### config.mk
export PLATFORM = sky130hd
export DESIGN_NAME = pll_fb_divider
export DESIGN_NICKNAME = d
export VERILOG_FILES = /design/src/rtl/pll_fb_divider.sv
export SDC_FILE = /design/constraint.sdc
export NUM_CORES = 1
export LEC_CHECK = 0
export ABC_AREA = 1
export CELL_PAD_IN_SITES_DETAIL_PLACEMENT = 0
export CELL_PAD_IN_SITES_GLOBAL_PLACEMENT = 1
export CORE_ASPECT_RATIO = 0.9
export CORE_MARGIN = 5
export CORE_UTILIZATION = 37
export DETAILED_ROUTE_END_ITERATION = 12
export GPL_TIMING_DRIVEN = 0
export PLACE_DENSITY_LB_ADDON = 0.1
export SYNTH_ARGS = -nofsm -noshare
export SYNTH_HDL_FRONTEND = slang
export SYNTH_SLANG_ARGS = --single-unit
### constraint.sdc
create_clock -name pclk -period 3.44 [get_ports pclk]
set_input_delay 0.688 -clock pclk [delete_from_list [all_inputs] [get_ports pclk]]
set_output_delay 0.688 -clock pclk [all_outputs]
set_load 0.005 [all_outputs]
### src/rtl/pll_fb_divider.sv
// Programmable PLL feedback divider with glitch-free ratio change at wrap and
// optional refclk-triggered pclk cycle snapshot (enabled by FB_DIV_SNAPSHOT_EN).
module pll_fb_divider #(
  parameter int DIV_W     = 16,
  parameter int RESET_DIV = 32,
  parameter int CNT_W     = 32
) (
  input  logic             pclk,
  input  logic             resetn,
  input  logic [DIV_W-1:0] divn,
  input  logic             div_load,
  input  logic             refclk,
  output logic             fbclk,
  output logic             fb_edge,
  output logic             div_ack,
  output logic             div_err,
  output logic [DIV_W-1:0] active_div,
  output logic [CNT_W-1:0] cycle_snap,
  output logic             snap_valid
);

  localparam logic [DIV_W-1:0] RESET_RATIO = DIV_W'(RESET_DIV);
  localparam logic [DIV_W-1:0] MIN_RATIO   = DIV_W'(2);
  localparam logic [DIV_W-1:0] DIV_ONE     = DIV_W'(1);

  logic [DIV_W-1:0] cnt_reg, cnt_next;
  logic [DIV_W-1:0] active_div_reg, active_div_next;
  logic [DIV_W-1:0] pending_div_reg, pending_div_next;
  logic             pending_reg, pending_next;
  logic             fbclk_reg, fbclk_next;
  logic             fb_edge_reg, fb_edge_next;
  logic             div_ack_reg, div_ack_next;
  logic             div_err_reg, div_err_next;
  logic             wrap;
  logic             load_ok;

  always_comb begin
    wrap             = (cnt_reg == '0);
    load_ok          = div_load && (divn >= MIN_RATIO);
    active_div_next  = active_div_reg;
    cnt_next         = cnt_reg - DIV_ONE;
    pending_next     = pending_reg;
    pending_div_next = pending_div_reg;
    div_ack_next     = 1'b0;
    div_err_next     = div_err_reg;
    fb_edge_next     = wrap;

    if (wrap) begin
      if (pending_reg) begin
        active_div_next = pending_div_reg;
      end
      cnt_next     = active_div_next - DIV_ONE;
      pending_next = 1'b0;
    end

    // A load on the wrap edge is staged after the swap above, so it waits a full period.
    if (div_load) begin
      if (load_ok) begin
        pending_next     = 1'b1;
        pending_div_next = divn;
        div_ack_next     = 1'b1;
        div_err_next     = 1'b0;
      end else begin
        div_err_next = 1'b1;
      end
    end

    fbclk_next = (cnt_next >= (active_div_next >> 1));
  end

  always_ff @(posedge pclk or negedge resetn) begin
    if (!resetn) begin
      cnt_reg         <= RESET_RATIO - DIV_ONE;
      active_div_reg  <= RESET_RATIO;
      pending_reg     <= 1'b0;
      pending_div_reg <= '0;
      fbclk_reg       <= 1'b0;
      fb_edge_reg     <= 1'b0;
      div_ack_reg     <= 1'b0;
      div_err_reg     <= 1'b0;
    end else begin
      cnt_reg         <= cnt_next;
      active_div_reg  <= active_div_next;
      pending_reg     <= pending_next;
      pending_div_reg <= pending_div_next;
      fbclk_reg       <= fbclk_next;
      fb_edge_reg     <= fb_edge_next;
      div_ack_reg     <= div_ack_next;
      div_err_reg     <= div_err_next;
    end
  end

  assign fbclk      = fbclk_reg;
  assign fb_edge    = fb_edge_reg;
  assign div_ack    = div_ack_reg;
  assign div_err    = div_err_reg;
  assign active_div = active_div_reg;

`ifdef FB_DIV_SNAPSHOT_EN
  localparam int SYNC_STAGES = 2;

  logic [SYNC_STAGES-1:0] sync_reg, sync_next;
  logic                   ref_prev_reg;
  logic                   ref_rise;
  logic [CNT_W-1:0]       cycle_cnt_reg;
  logic [CNT_W-1:0]       cycle_snap_reg;
  logic                   snap_valid_reg;

  genvar gi;
  generate
    for (gi = 0; gi < SYNC_STAGES; gi++) begin : g_sync
      if (gi == 0) begin : g_first
        assign sync_next[gi] = refclk;
      end else begin : g_rest
        assign sync_next[gi] = sync_reg[gi-1];
      end
    end
  endgenerate

  assign ref_rise = sync_reg[SYNC_STAGES-1] & ~ref_prev_reg;

  always_ff @(posedge pclk or negedge resetn) begin
    if (!resetn) begin
      sync_reg       <= '0;
      ref_prev_reg   <= 1'b0;
      cycle_cnt_reg  <= '0;
      cycle_snap_reg <= '0;
      snap_valid_reg <= 1'b0;
    end else begin
      sync_reg       <= sync_next;
      ref_prev_reg   <= sync_reg[SYNC_STAGES-1];
      cycle_cnt_reg  <= cycle_cnt_reg + CNT_W'(1);
      snap_valid_reg <= ref_rise;
      if (ref_rise) begin
        cycle_snap_reg <= cycle_cnt_reg;
      end
    end
  end

  assign cycle_snap = cycle_snap_reg;
  assign snap_valid = snap_valid_reg;
`else
  logic unused_refclk;
  assign unused_refclk = refclk;
  assign cycle_snap    = '0;
  assign snap_valid    = 1'b0;
`endif

endmodule

==> impl_summary.md <==
Power
The largest vdd supply drop is 0.240 mV. The static leakage is 0.00213 uW. The power per standard cell area is 582 nW/um^2.

Finish
The final cell area excluding filler cells is 4030 um^2. The area of combinational cells with multiple inputs is 1450 um^2. For this run, the post-layout net count is 523. The signed area change from the synthesized netlist to the final layout is 25.0%. Leaving out fill and tap cells, the most frequent cell in the layout is sky130_fd_sc_hd__nand2_1.

Cells with a size suffix above 1 make up 16.4% of the layout. The count of fill cells added during filler insertion is 872. The combined flip-flop and latch cell area is 1330 um^2.

Leaving out fill and tap cells, the most frequent cells in the layout are 113 x sky130_fd_sc_hd__nand2_1, 64 x sky130_fd_sc_hd__inv_1, 47 x sky130_fd_sc_hd__dfrtp_1, 37 x sky130_fd_sc_hd__clkdlybuf4s50_1, 34 x sky130_fd_sc_hd__buf_4. The number of diodes is 0.

Placement
The post-detailed-placement cell area is 3880 um^2. At the placement stage, the worst setup path has a slack of 246 ps. Once detailed placement completed, the half-perimeter wirelength came to 5910 um.

The final weighted congestion in routability-driven placement is 0.805. The quantity of I/O buffers inserted on ports is 38.

Logic synthesis
The proportion of synthesized chip area in sequential cells is 41.4%. The number of warning messages in the yosys log is 0. The post-synthesis cell count is 409. The share of the synthesized area in the top cell type is 36.5%. The total standard cell area after synthesis is 3220 um^2. The number of different library cells used by synthesis comes to 34. A synthesized cell averages 7.87 um^2.

By area the synthesized netlist is led by sky130_fd_sc_hd__dfrtp_1 37%, sky130_fd_sc_hd__nand2_1 13%, sky130_fd_sc_hd__buf_4 7.9%. The flip-flop and latch count after synthesis is 53. The synthesized design spends more area on one cell type than any other, namely sky130_fd_sc_hd__dfrtp_1.

Timing
The achievable frequency is 0.325 GHz. Measured against its own limit, the worst slew margin works out to 63.4%. Setup repair after global routing left no endpoint under its margin. The count of endpoints failing hold in the final timing report is 0. The worst clock skew is 12.5 ps. The worst setup margin is 367 ps. The final hold slack is 349 ps.

The slew at the pin with the worst max-slew slack is 549 ps. Counting I/O delays and the setup requirement, the final critical path takes 3070 ps. The final count of pins violating max slew is 0. The final-report setup violation count is 0. Dividing the final minimum period by the clock period gives 89.3%.

Floorplanning
The count of pins on the block boundary is 73. The die covers 10,700 um^2. From left edge to right edge, the die measures 108 um. The starting density of the core is 37.8%. The height of the die is 98.5 um. The area of the core region is 8530 um^2. The count of standard-cell rows is 32.

Outcome
The run finished with clean final reports.

Clocking
The clock latency reported for the late side of the worst-skew pair is 310 ps. The clock-pin transition on the worst setup and hold timing paths is 110 ps. The count of buffers added by post-CTS timing repair for setup is 0. The TritonCTS clock tree is yes.

The clock passes through at most 2 buffers. In this run, post-CTS hold repair placed 0 buffers. The total CTS buffers is 5. The master cell of the clock root buffer is sky130_fd_sc_hd__clkbuf_8. Post-CTS repair changed the size of 0 cells. The sink count of the clock tree is 53. CTS built an H-tree with a depth of 2.

Critical path
The endpoint arrival time on the critical path is 3270 ps. The worst setup slack for register-to-register paths is 370 ps. In this run the worst setup path terminates at fbclk$_DFF_PN0_. The path depth of the worst reg2reg path is 23. The slowest stage of the critical path belongs to the cell sky130_fd_sc_hd__dfstp_2.

The type of element capturing the critical path is a flip-flop. The category of cells accounting for the largest share of critical-path delay is simple AND/OR/NAND/NOR gates. STA classifies the critical path startpoint as a flip-flop. The cell repeated most along the worst path is sky130_fd_sc_hd__nand2_1. In this run the worst setup path begins at cnt_reg[3]$_DFF_PN1_. The worst setup path is of the reg -> reg kind. On the worst path, the slowest cell contributes a delay of 550 ps.

The critical path depth is 23. Data on the critical path is required at its endpoint by 3630 ps. The count of buffer and inverter cells on the critical path is 4. The start of the worst register-to-register path is cnt_reg[3]$_DFF_PN1_.

In this run the critical register-to-register path is captured at fbclk$_DFF_PN0_. The largest fanout on the critical path is 6. Walking the worst path, the cells encountered are nor2_1 > nand2_1 > nor2_4 > nand2_1 > inv_1 > nand2_1 > nand2_1 > inv_1 > ha_1 > inv_1 > nor3_2 > nand3b_1 > xnor2_1 > inv_1 > ha_1 > a21oi_1 > nor3_1 > a211oi_1 > nand2_1 > nand2_1 > nand2_1 > nand2_1 > nand3_1.

Routing
Summed over all layers, the routed wires come to 7350 um. The remaining design rule violation count is 0. The count of nets left with antenna violations once routing finished came out at 0.

The number of vias per cell is 4.16. The average wire per standard cell is 12.1 um. The via count is 2,527. In this run, the number of DRC markers left after iteration 0 of detailed routing was 87.

The first detailed-routing pass ran for 4 iterations.

Global route
The total global routing overflow is 0. Entering global routing, the biggest net connects 33 pins. The via count of the first global-routing pass is 2,623. The first global-routing pass estimated 12,600 um of wire. The number of antenna violations at the first check in global routing is 0.

Global routing consumed, over all layers together, 15.0% of the routing resources.

Flow run
The number of maximum-capacitance constraint violations is 0.

Hold path
In this run the worst hold path is classified as in -> async.
layout make-up:
class	count	area share [%]
Buffer	42	7.80
Clock buffer	5	1.71
Clock inverter	3	1.62
Inverter	66	6.15
Multi-Input combinational cell	280	36.1
Sequential cell	53	33.1
Tap cell	119	3.70
Timing Repair Buffer	39	9.82
power by group:
part | leakage (uW) | switching [uW] | internal [uW]
clock | 0.0000681 | 219 | 289
combinational | 0.00142 | 572 | 404
sequential | 0.000646 | 74.9 | 782
total | 0.00213 | 867 | 1480
worst reg2reg max path, cell delays in order (launching register included):
cell and delay [ps]:
sky130_fd_sc_hd__dfstp_2 550, sky130_fd_sc_hd__nor2_1 50, sky130_fd_sc_hd__nand2_1 100, sky130_fd_sc_hd__nor2_4 70, sky130_fd_sc_hd__nand2_1 100, sky130_fd_sc_hd__inv_1 60
sky130_fd_sc_hd__nand2_1 70, sky130_fd_sc_hd__nand2_1 70, sky130_fd_sc_hd__inv_1 140, sky130_fd_sc_hd__ha_1 210, sky130_fd_sc_hd__inv_1 90, sky130_fd_sc_hd__nor3_2 210
sky130_fd_sc_hd__nand3b_1 140, sky130_fd_sc_hd__xnor2_1 150, sky130_fd_sc_hd__inv_1 70, sky130_fd_sc_hd__ha_1 170, sky130_fd_sc_hd__a21oi_1 140, sky130_fd_sc_hd__nor3_1 60
sky130_fd_sc_hd__a211oi_1 160, sky130_fd_sc_hd__nand2_1 110, sky130_fd_sc_hd__nand2_1 70, sky130_fd_sc_hd__nand2_1 70, sky130_fd_sc_hd__nand2_1 60, sky130_fd_sc_hd__nand3_1 60
logic make-up after synthesis:
logic type	Yosys count	synth area share, %
and+or+nand+nor	179	25.1
buffers and inverters	108	17.4
DFF	53	41.4
AOI/OAI and AO/OA	40	6.53
adders and majority gates	16	6.22
xor gates and xnor gates	12	3.26
other	1	0.116
worst min path at each step:
| stage | from | end | depth (start not counted) |
|---|---|---|---|
| global route | resetn | active_div[4]$_DFF_PN0_ | 1 |
| detailed placement | pending_div_reg[0]$_DFFE_PN0P_ | pending_div_reg[0]$_DFFE_PN0P_ | 2 |
| finish | resetn | active_div[4]$_DFF_PN0_ | 1 |
| global placement | pending_div_reg[12]$_DFFE_PN0P_ | pending_div_reg[12]$_DFFE_PN0P_ | 2 |
| CTS | resetn | pending_div_reg[3]$_DFFE_PN0P_ | 1 |
| floorplan | resetn | active_div[0]$_DFFE_PN0N_ | 0 |
through the flow:
stage / power (uW) / cells / utilization, % / TNS (ps)
floorplan: 1560 / 441 / - / 0
global placement: 1840 / 598 / 45.4 / -219
global route: 2560 / 607 / 47.2 / 0
detailed placement: 1850 / 599 / 45.6 / 0
CTS: 2370 / 607 / 47.1 / 0
finish: 2340 / 607 / 47.2 / 0
cells in the mapped netlist, drive strengths merged:
cell type	instances
nand2	121
inv	65
dfrtp	47
buf	41
o21ai	33
nor2	26
nand3	18
ha	16
xor2	8
a21oi	6
dfstp	6
nor3	5
nand4	4
xnor2	4
nor4	3
a211oi	1
clkbuf	1
clkinv	1
conb	1
nand3b	1
or2	1
per-layer routing:
metal / vias to the layer above / global-route usage, % / share of wire (%)
li1: 1357 / - / -
met1: 1104 / 22.4 / 52
met2: 62 / 22.2 / 42
met3: 4 / 3.14 / 4.8
met4: 0 / 3.40 / 1.0
met5: - / 0 / 0
Power figures use the tool's default switching activity.
